==> config.mk <==
export PLATFORM = sky130hd
export DESIGN_NAME = seq_pattern_tx
export DESIGN_NICKNAME = d
export VERILOG_FILES = /design/src/rtl/seq_pkg.sv /design/src/rtl/seq101_monitor.sv /design/src/rtl/seq_pattern_tx.sv
export SDC_FILE = /design/constraint.sdc
export NUM_CORES = 1
export LEC_CHECK = 0
export ABC_AREA = 0
export CAP_MARGIN = 20
export CORE_ASPECT_RATIO = 0.8
export CORE_MARGIN = 3
export CORE_UTILIZATION = 30
export DETAILED_ROUTE_END_ITERATION = 7
export PLACE_DENSITY_LB_ADDON = 0.25
export RECOVER_POWER = 100
export SLEW_MARGIN = 20
export SYNTH_ARGS = -nofsm -noshare
export SYNTH_HDL_FRONTEND = slang
export SYNTH_SLANG_ARGS = --single-unit
==> constraint.sdc <==
create_clock -name clk -period 2 [get_ports clk]
set_input_delay 0.6 -clock clk [delete_from_list [all_inputs] [get_ports clk]]
set_output_delay 0.6 -clock clk [all_outputs]
set_load 0.005 [all_outputs]
==> src/rtl/seq_pkg.sv <==
// Shared types and constants for the serial pattern transmitter and its "101" reference monitor.
package seq_pkg;

    typedef enum logic [1:0] {
        IDLE  = 2'd0,
        SHIFT = 2'd1,
        DONE  = 2'd2
    } tx_state_e;

    typedef enum logic [1:0] {
        S0  = 2'd0,
        S1  = 2'd1,
        S10 = 2'd2
    } mon_state_e;

    localparam logic [2:0] PAT_101 = 3'b101;

endpackage

==> src/rtl/seq101_monitor.sv <==
// Mealy overlapping "101" detector on a qualified serial stream, with saturating match counter.
module seq101_monitor
    import seq_pkg::*;
#(
    parameter int CNT_W = 8
) (
    input  logic             clk,
    input  logic             reset,
    input  logic             clr,
    input  logic             bit_in,
    input  logic             bit_vld,
    output logic             y,
    output logic [CNT_W-1:0] cnt
);

    mon_state_e       state_q, state_d;
    logic [CNT_W-1:0] cnt_q, cnt_d;

    always_comb begin
        // NOTE: every output of this block gets a default first, so no path can infer a latch.
        state_d = state_q;
        cnt_d   = cnt_q;
        y       = 1'b0;
        if (bit_vld) begin
            unique case (state_q)
                S0:  state_d = (bit_in == PAT_101[2]) ? S1 : S0;
                S1:  state_d = (bit_in == PAT_101[1]) ? S10 : S1;
                S10: begin
                    y       = (bit_in == PAT_101[0]);
                    state_d = y ? S1 : S0;
                end
                default: state_d = S0;
            endcase
        end
        if (y && (cnt_q != '1)) begin
            cnt_d = cnt_q + CNT_W'(1);
        end
        if (clr) begin
            state_d = S0;
            cnt_d   = '0;
        end
    end

    always_ff @(posedge clk or negedge reset) begin
        if (!reset) begin
            state_q <= S0;
            cnt_q   <= '0;
        end else begin
            state_q <= state_d;
            cnt_q   <= cnt_d;
        end
    end

    assign cnt = cnt_q;

endmodule

==> src/rtl/seq_pattern_tx.sv <==
// Serial pattern transmitter: loads a WIDTH-bit word and shifts it out LSB-first rep times.
// Define MATCH_MON_EN to build the overlapping "101" reference monitor on (x, x_valid).
module seq_pattern_tx
    import seq_pkg::*;
#(
    parameter int WIDTH = 20,
    parameter int CNT_W = 8
) (
    input  logic             clk,
    input  logic             reset,
    input  logic             load_valid,
    output logic             load_ready,
    input  logic [WIDTH-1:0] load_data,
    input  logic [CNT_W-1:0] load_rep,
    input  logic             bit_en,
    input  logic             abort,
    output logic             x,
    output logic             x_valid,
    output logic             busy,
    output logic             done,
    output logic             y_ref,
    output logic [CNT_W-1:0] match_cnt
);

    localparam int             BC_W     = $clog2(WIDTH);
    localparam logic [BC_W-1:0] LAST_BIT = BC_W'(WIDTH - 1);

    tx_state_e        state_q;
    logic [WIDTH-1:0] shadow_q;
    logic [WIDTH-1:0] sh_q;
    logic [CNT_W-1:0] rep_left_q;
    logic [BC_W-1:0]  bit_cnt_q;
    logic             x_q;
    logic             x_valid_q;
    logic             busy_q;
    logic             done_q;
    logic             load_ready_q;
    logic             last_bit;

    assign last_bit = (bit_cnt_q == LAST_BIT);

    // NOTE: non-blocking assignments throughout, so every branch reads pre-edge register values.
    always_ff @(posedge clk or negedge reset) begin
        if (!reset) begin
            state_q      <= IDLE;
            // NOTE: pattern registers are cleared too; a reset mid-transfer must leave no stale word.
            shadow_q     <= '0;
            sh_q         <= '0;
            rep_left_q   <= '0;
            bit_cnt_q    <= '0;
            x_q          <= 1'b0;
            x_valid_q    <= 1'b0;
            busy_q       <= 1'b0;
            done_q       <= 1'b0;
            load_ready_q <= 1'b1;
        end else begin
            unique case (state_q)
                IDLE: begin
                    x_valid_q <= 1'b0;
                    if (load_valid) begin
                        shadow_q     <= load_data;
                        sh_q         <= load_data;
                        rep_left_q   <= (load_rep == '0) ? CNT_W'(1) : load_rep;
                        bit_cnt_q    <= '0;
                        state_q      <= SHIFT;
                        busy_q       <= 1'b1;
                        load_ready_q <= 1'b0;
                    end
                end
                SHIFT: begin
                    if (abort) begin
                        state_q      <= IDLE;
                        x_q          <= 1'b0;
                        x_valid_q    <= 1'b0;
                        busy_q       <= 1'b0;
                        load_ready_q <= 1'b1;
                    end else if (bit_en) begin
                        x_q       <= sh_q[0];
                        x_valid_q <= 1'b1;
                        if (!last_bit) begin
                            sh_q      <= sh_q >> 1;
                            bit_cnt_q <= bit_cnt_q + BC_W'(1);
                        end else if (rep_left_q != CNT_W'(1)) begin
                            // Reload from the shadow copy so the next repetition starts with no gap.
                            sh_q       <= shadow_q;
                            bit_cnt_q  <= '0;
                            rep_left_q <= rep_left_q - CNT_W'(1);
                        end else begin
                            state_q    <= DONE;
                            done_q     <= 1'b1;
                            bit_cnt_q  <= '0;
                            rep_left_q <= '0;
                        end
                    end else begin
                        x_valid_q <= 1'b0;
                    end
                end
                DONE: begin
                    state_q      <= IDLE;
                    done_q       <= 1'b0;
                    busy_q       <= 1'b0;
                    load_ready_q <= 1'b1;
                    x_q          <= 1'b0;
                    x_valid_q    <= 1'b0;
                end
                default: begin
                    state_q      <= IDLE;
                    done_q       <= 1'b0;
                    busy_q       <= 1'b0;
                    load_ready_q <= 1'b1;
                    x_q          <= 1'b0;
                    x_valid_q    <= 1'b0;
                end
            endcase
        end
    end

    assign x          = x_q;
    assign x_valid    = x_valid_q;
    assign busy       = busy_q;
    assign done       = done_q;
    assign load_ready = load_ready_q;

`ifdef MATCH_MON_EN
    logic load_fire;
    assign load_fire = load_valid && load_ready_q;

    seq101_monitor #(
        .CNT_W(CNT_W)
    ) u_mon (
        .clk    (clk),
        .reset  (reset),
        .clr    (load_fire),
        .bit_in (x_q),
        .bit_vld(x_valid_q),
        .y      (y_ref),
        .cnt    (match_cnt)
    );
`else
    assign y_ref     = 1'b0;
    assign match_cnt = '0;
`endif

endmodule
==> results of run 1 <==
cell families (layout without fill, tap and decap cells):
logic type | after synthesis | count (layout) | share of synthesized area, %
simple gates | 115 | 115 | 17.7
compound gates | 62 | 62 | 12.5
flops | 60 | 60 | 46.1
mux | 40 | 40 | 16.1
buf+inv | 34 | 103 | 6.36
fa+ha+maj | 3 | 3 | 1.15
other cells | 1 | 9 | 0.115
metal layers:
layer / wire length [um] / GRT usage, % / share of wire, %
met5: 0 / 0 / 0
met1: 3690 / 18.1 / 51
met3: 241 / 3.47 / 3.3
met2: 3260 / 20.2 / 45
met4: 68 / 3.18 / 0.94
cell usage in the layout, fill, tap and decap left out, drive strengths merged, types with 6 or more instances in the layout:
cell type,instances
clkdlybuf4s50,29
buf,33
mux2,40
o21ai,12
dfrtp,59
nor2,29
a21oi,6
nand2,49
nand2b,8
clkbuf,28
a31oi,23
conb,9
final cells by class:
class | instances | area, sq um | area share [%]
multi-input cells | 229 | 1580 | 36.6
flip-flops and latches | 60 | 1500 | 34.9
repair buffers | 83 | 738 | 17.1
clock buffers | 14 | 264 | 6.13
well taps | 140 | 175 | 4.07
clock inverters | 2 | 35.0 | 0.813
inverters | 4 | 15.0 | 0.349
state kept, by name, summed over array words and instances, names as in the netlist:
signal and flops:
busy 1, done 1, state_q 2, x_valid 1, sh_q 20, bit_cnt_q 5, rep_left_q 8, x 1
shadow_q 20, load_ready 1
power breakdown:
group | internal, mW | leakage, nW | total (mW) | switching, mW
Sequential | 1.60 | 0.715 | 1.87 | 0.264
Clock | 1.03 | 0.147 | 1.53 | 0.500
Combinational | 0.841 | 1.01 | 1.50 | 0.656
worst min-delay path by stage:
stage                                    end                      from  cells after the start  slack (ns)
CTS                  shadow_q[5]$_DFFE_PN0P_                     reset                      2        0.31
global route             sh_q[4]$_DFFE_PN0P_       sh_q[4]$_DFFE_PN0P_                      1        0.51
global placement    shadow_q[19]$_DFFE_PN0P_  shadow_q[19]$_DFFE_PN0P_                      1        0.47
finish               shadow_q[5]$_DFFE_PN0P_                     reset                      2        0.44
detailed placement   shadow_q[1]$_DFFE_PN0P_   shadow_q[1]$_DFFE_PN0P_                      1        0.47
floorplan           bit_cnt_q[0]$_DFFE_PN0P_                     reset                      0        0.30
per-stage QoR:
| step | setup WS, ns | hold WS, ns | instance area (sq um) |
|---|---|---|---|
| 5_1_grt | 0.00424 | 0.511 | 4310 |
| 6_report | 0.0608 | 0.442 | 4310 |
| 3_5_place_dp | -0.370 | 0.475 | 3970 |
| 3_3_place_gp | -0.337 | 0.468 | 3970 |
| 2_1_floorplan | 0.134 | 0.304 | 3290 |
| 4_1_cts | -0.0127 | 0.306 | 4390 |
timing repair:
action,CTS,global route
gates resized for setup,9,0
pin swaps,3,2
hold buffers,0,0
gates cloned,1,0
setup endpoints to repair,19,6
setup buffers,8,1
==> results.toml, run 1 <==
[setup_path]
worstPathRequired_ns = 1.40
cp_max_fo = 3
end_kind = "output pin"
reg2reg_slack_ns = 0.09
arrival_ns = 1.34
path_buf_inv = 1
reg2reg_to = "sh_q[10]$_DFFE_PN0P_"
startpoint_type = "flop"
crit_end = "load_ready"
path_class = "flop to output pin"
critPathMaxStageDelay_ns = 0.53
startpoint = "load_ready$_DFFE_PN1P_"
rr_worst_depth = 9
cp_slowest_cell = "dfstp_2"
cp_top_family = "flip-flops"
worst-path-stages = 1
path_cells = "clkdlybuf4s50_1"
regToRegStartpoint = "rep_left_q[1]$_DFFE_PN0P_"

[grt]
grt.total_usage_pct = 13.0
grt_max_degree = 46
grt_overflow = 0
grt_pass1_vias = 2561
antenna_found_initial = 0
grt_pass1_wl_um = 12600

[cells_and_area]
fin_cells = 532
antenna_cells = 0
final_util_pct = 41.2
syn2layout_area_growth_pct = 32.0
final_layout_size_suffix_gt1_share_pct = 22.2
nets = 423
nFillCells = 1010

[sta]
period_needed_ns = 1.94
setup_tns_ns = 0
max_freq_mhz = 516
period_share_pct = 97.0
fin_worst_skew_ns = 0.00710
tightest_slew_ns = 0.813
rsz0062_at_grt = "no"
setup_viol = 0
hold_viol = 0
slew_headroom_pct = 45.8
slew_violations = 0

[die]
core_sq_um = 10400
dieArea_sq_um = 12200
die_h_um = 99.3
initial_core_util_pct = 31.2
rows = 33
die_x_um = 123
io_pins = 47

[route]
wl_um = 7250
vias = 2487
dr.pass1.iters = 4
wl_per_cell_um = 13.6
ant_nets = 0
drc = 0
via_per_inst = 4.67
drt_iter0_drc = 106

[yosys]
synth_cells = 315
syn_area_per_cell_sq_um = 10.4
synth_ff_type = "dfrtp_1"
synth_edf_count = 0
synth.distinct_cells = 48
yosysSeqAreaShare_pct = 46.1
synth_top_area_cell = "dfrtp_1"
yosys-top-cells-count = "dfrtp_1, nand2_1, nor2_1"
syn_area_sq_um = 3260
synth.top_cell.area_share_pct = 45.2
yosysWarnings = 0
yosysMostFrequentCell = "dfrtp_1"
synthArstFlopShare_pct = 100
synthTopCellsByArea = "dfrtp_1, mux2_4, nand2_1"
synth_seq_cells = 60

[outcome]
status = "completed"

[place]
port_buffers = 37
gp_congestion = 0.758
place_hpwl_um = 5070
placedCellCount = 507

[power]
power.leakage_nw = 1.87
ir_worst_vdd_v = 0.000434
p_total_mw = 4.90
cellPowerDensity_nw_per_um2 = 1140

[cts]
h-tree-depth = 3
path_clk_slew_ns = 0.05
cts_tree = "yes"
clk_latency_ns = 0.32
cts_root_buf = "clkbuf_16"
cts-buffers-inserted = 9
cts_sinks = 60
cts_buffer_depth = 2

[job]
maxCapViolCount = 0

[hold_path]
hold_path_class = "primary input to async pin"
No activity file was read; power rests on OpenSTA's default activity.
==> inputs of run 2 (changes only) <==
CORE_UTILIZATION = 45   (was 30)
==> results.toml, run 2 (synthesis gave the netlist of run 1 again) <==
[route]
drt_iter0_drc = 160
vias = 2482
dr.pass1.iters = 4
drc = 0
via_per_inst = 5.27
ant_nets = 0
wl_um = 7060
wl_per_cell_um = 15.0

[job]
maxCapViolCount = 1

[hold_path]
hold_path_class = "flop to flop"
hold_path_end = "shadow_q[19]$_DFFE_PN0P_"
min_path_cells = 1
min_from = "shadow_q[19]$_DFFE_PN0P_"

[die]
rows = 27
die_x_um = 101
core_sq_um = 6960
initial_core_util_pct = 46.9
io_pins = 47
die_h_um = 82.2
dieArea_sq_um = 8320

[grt]
grt.total_usage_pct = 18.1
grt_overflow = 0
antenna_found_initial = 0
grt_pass1_wl_um = 11800
grt_max_degree = 61
grt_pass1_vias = 2481

[sta]
setup_viol = 0
setup_ws_ns = 0.0769
finalHoldWorstSlack_ns = 0.491
rsz0062_at_grt = "yes"
max_freq_mhz = 520
period_share_pct = 96.2
tightest_slew_ns = 1.50
setup_tns_ns = 0
period_needed_ns = 1.92
fin_worst_skew_ns = 0.0118
hold_viol = 0
slew_violations = 60
slew_headroom_pct = -0.299

[cells_and_area]
antenna_cells = 0
final_util_pct = 59.7
syn2layout_area_growth_pct = 27.3
final_area_sq_um = 4150
final_cell_mix = "dfrtp_1, nand2_1, nor2_1, clkdlybuf4s50_1, a31oi_1"
reg_top3 = "sh_q: 20 flops, shadow_q: 20 flops, rep_left_q: 8 flops"
final_layout_size_suffix_gt1_share_pct = 24.2
fin_cells = 471
layout_commonest_cell = "dfrtp_1"
nets = 415

[setup_path]
worstPathRequired_ns = 1.40
regToRegStartpoint = "state_q[1]$_DFFE_PN0P_"
reg2reg_to = "sh_q[13]$_DFFE_PN0P_"
path_cells = "dlygate4sd3_1"
path_class = "flop to output pin"
end_kind = "output pin"
critPathMaxStageDelay_ns = 0.58
arrival_ns = 1.32
path_buf_inv = 1
cp_top_family = "buffers and inverters"
rr_worst_depth = 7
cp_slowest_cell = "dlygate4sd3_1"
cp_max_fo = 3
reg2reg_slack_ns = 0.08
startpoint_type = "flop"
startpoint = "busy$_DFFE_PN0P_"

[power]
cellPowerDensity_nw_per_um2 = 1120
power.leakage_nw = 1.86
p_total_mw = 4.65
ir_worst_vdd_v = 0.000415

[place]
placedCellCount = 449
place_area_sq_um = 3870
gp_congestion = 0.746
port_buffers = 37
place_ws_ns = -0.329
place_hpwl_um = 4690

[cts]
cts_root_buf = "clkbuf_8"
path_clk_slew_ns = 0.08
cts_tree = "yes"
hold_buffers = 0
cts-buffers-inserted = 9
clk_latency_ns = 0.35
cts_sinks = 60
h-tree-depth = 3
cts_buffer_depth = 2

[outcome]
violations = "capacitance limit, slew limit"
status = "finished with violations"
## run 2: area by class of cell
| cell class | count | area (sq um) |
|---|---|---|
| Clock inverter | 7 | 98.8 |
| Multi-Input combinational cell | 229 | 1610 |
| Fill cell | 593 | 2810 |
| Timing Repair Buffer | 75 | 697 |
| Inverter | 4 | 15.0 |
| Tap cell | 87 | 109 |
| Clock buffer | 9 | 124 |
| Sequential cell | 60 | 1500 |
## run 2: power breakdown
group	internal (mW)	switching, mW	total [mW]
registers	1.60	0.291	1.89
logic	0.885	0.643	1.53
clock network	0.707	0.527	1.23
total	3.19	1.46	4.65
## run 2: metal layers
metal  part of all wire (%)  routed length (um)  global-route usage [%]  vias up
met4                    1.1                  76                    5.31        0
met2                     46                3230                    27.5       44
met3                    4.3                 301                    5.54       10
met1                     49                3460                    25.0     1205
li1                       -                   -                       -     1223
met5                      0                   0                       0        -
## run 2: how the worst max path moves through the flow
stage,to,cells after the start,slack [ns]
after floorplan,sh_q[0]$_DFFE_PN0P_,6,0.13
after global placement,sh_q[14]$_DFFE_PN0P_,6,-0.32
after detailed placement,sh_q[17]$_DFFE_PN0P_,6,-0.33
after CTS,load_ready,1,0.007
after global routing,sh_q[13]$_DFFE_PN0P_,8,-0.006
final,busy,1,0.08
## run 2: what timing repair did
action                     in CTS  in global routing
setup endpoints to repair      11                 21
gates resized for setup         6                  5
gates cloned                    1                  1
pin swaps                       3                  2
buffers inserted                3                  1
==> inputs of run 3 (changes only) <==
CORE_UTILIZATION = 30   (was 45)
==> results of run 3 <==
No change in the layout: final DEF, timing and power equal those of run 1.
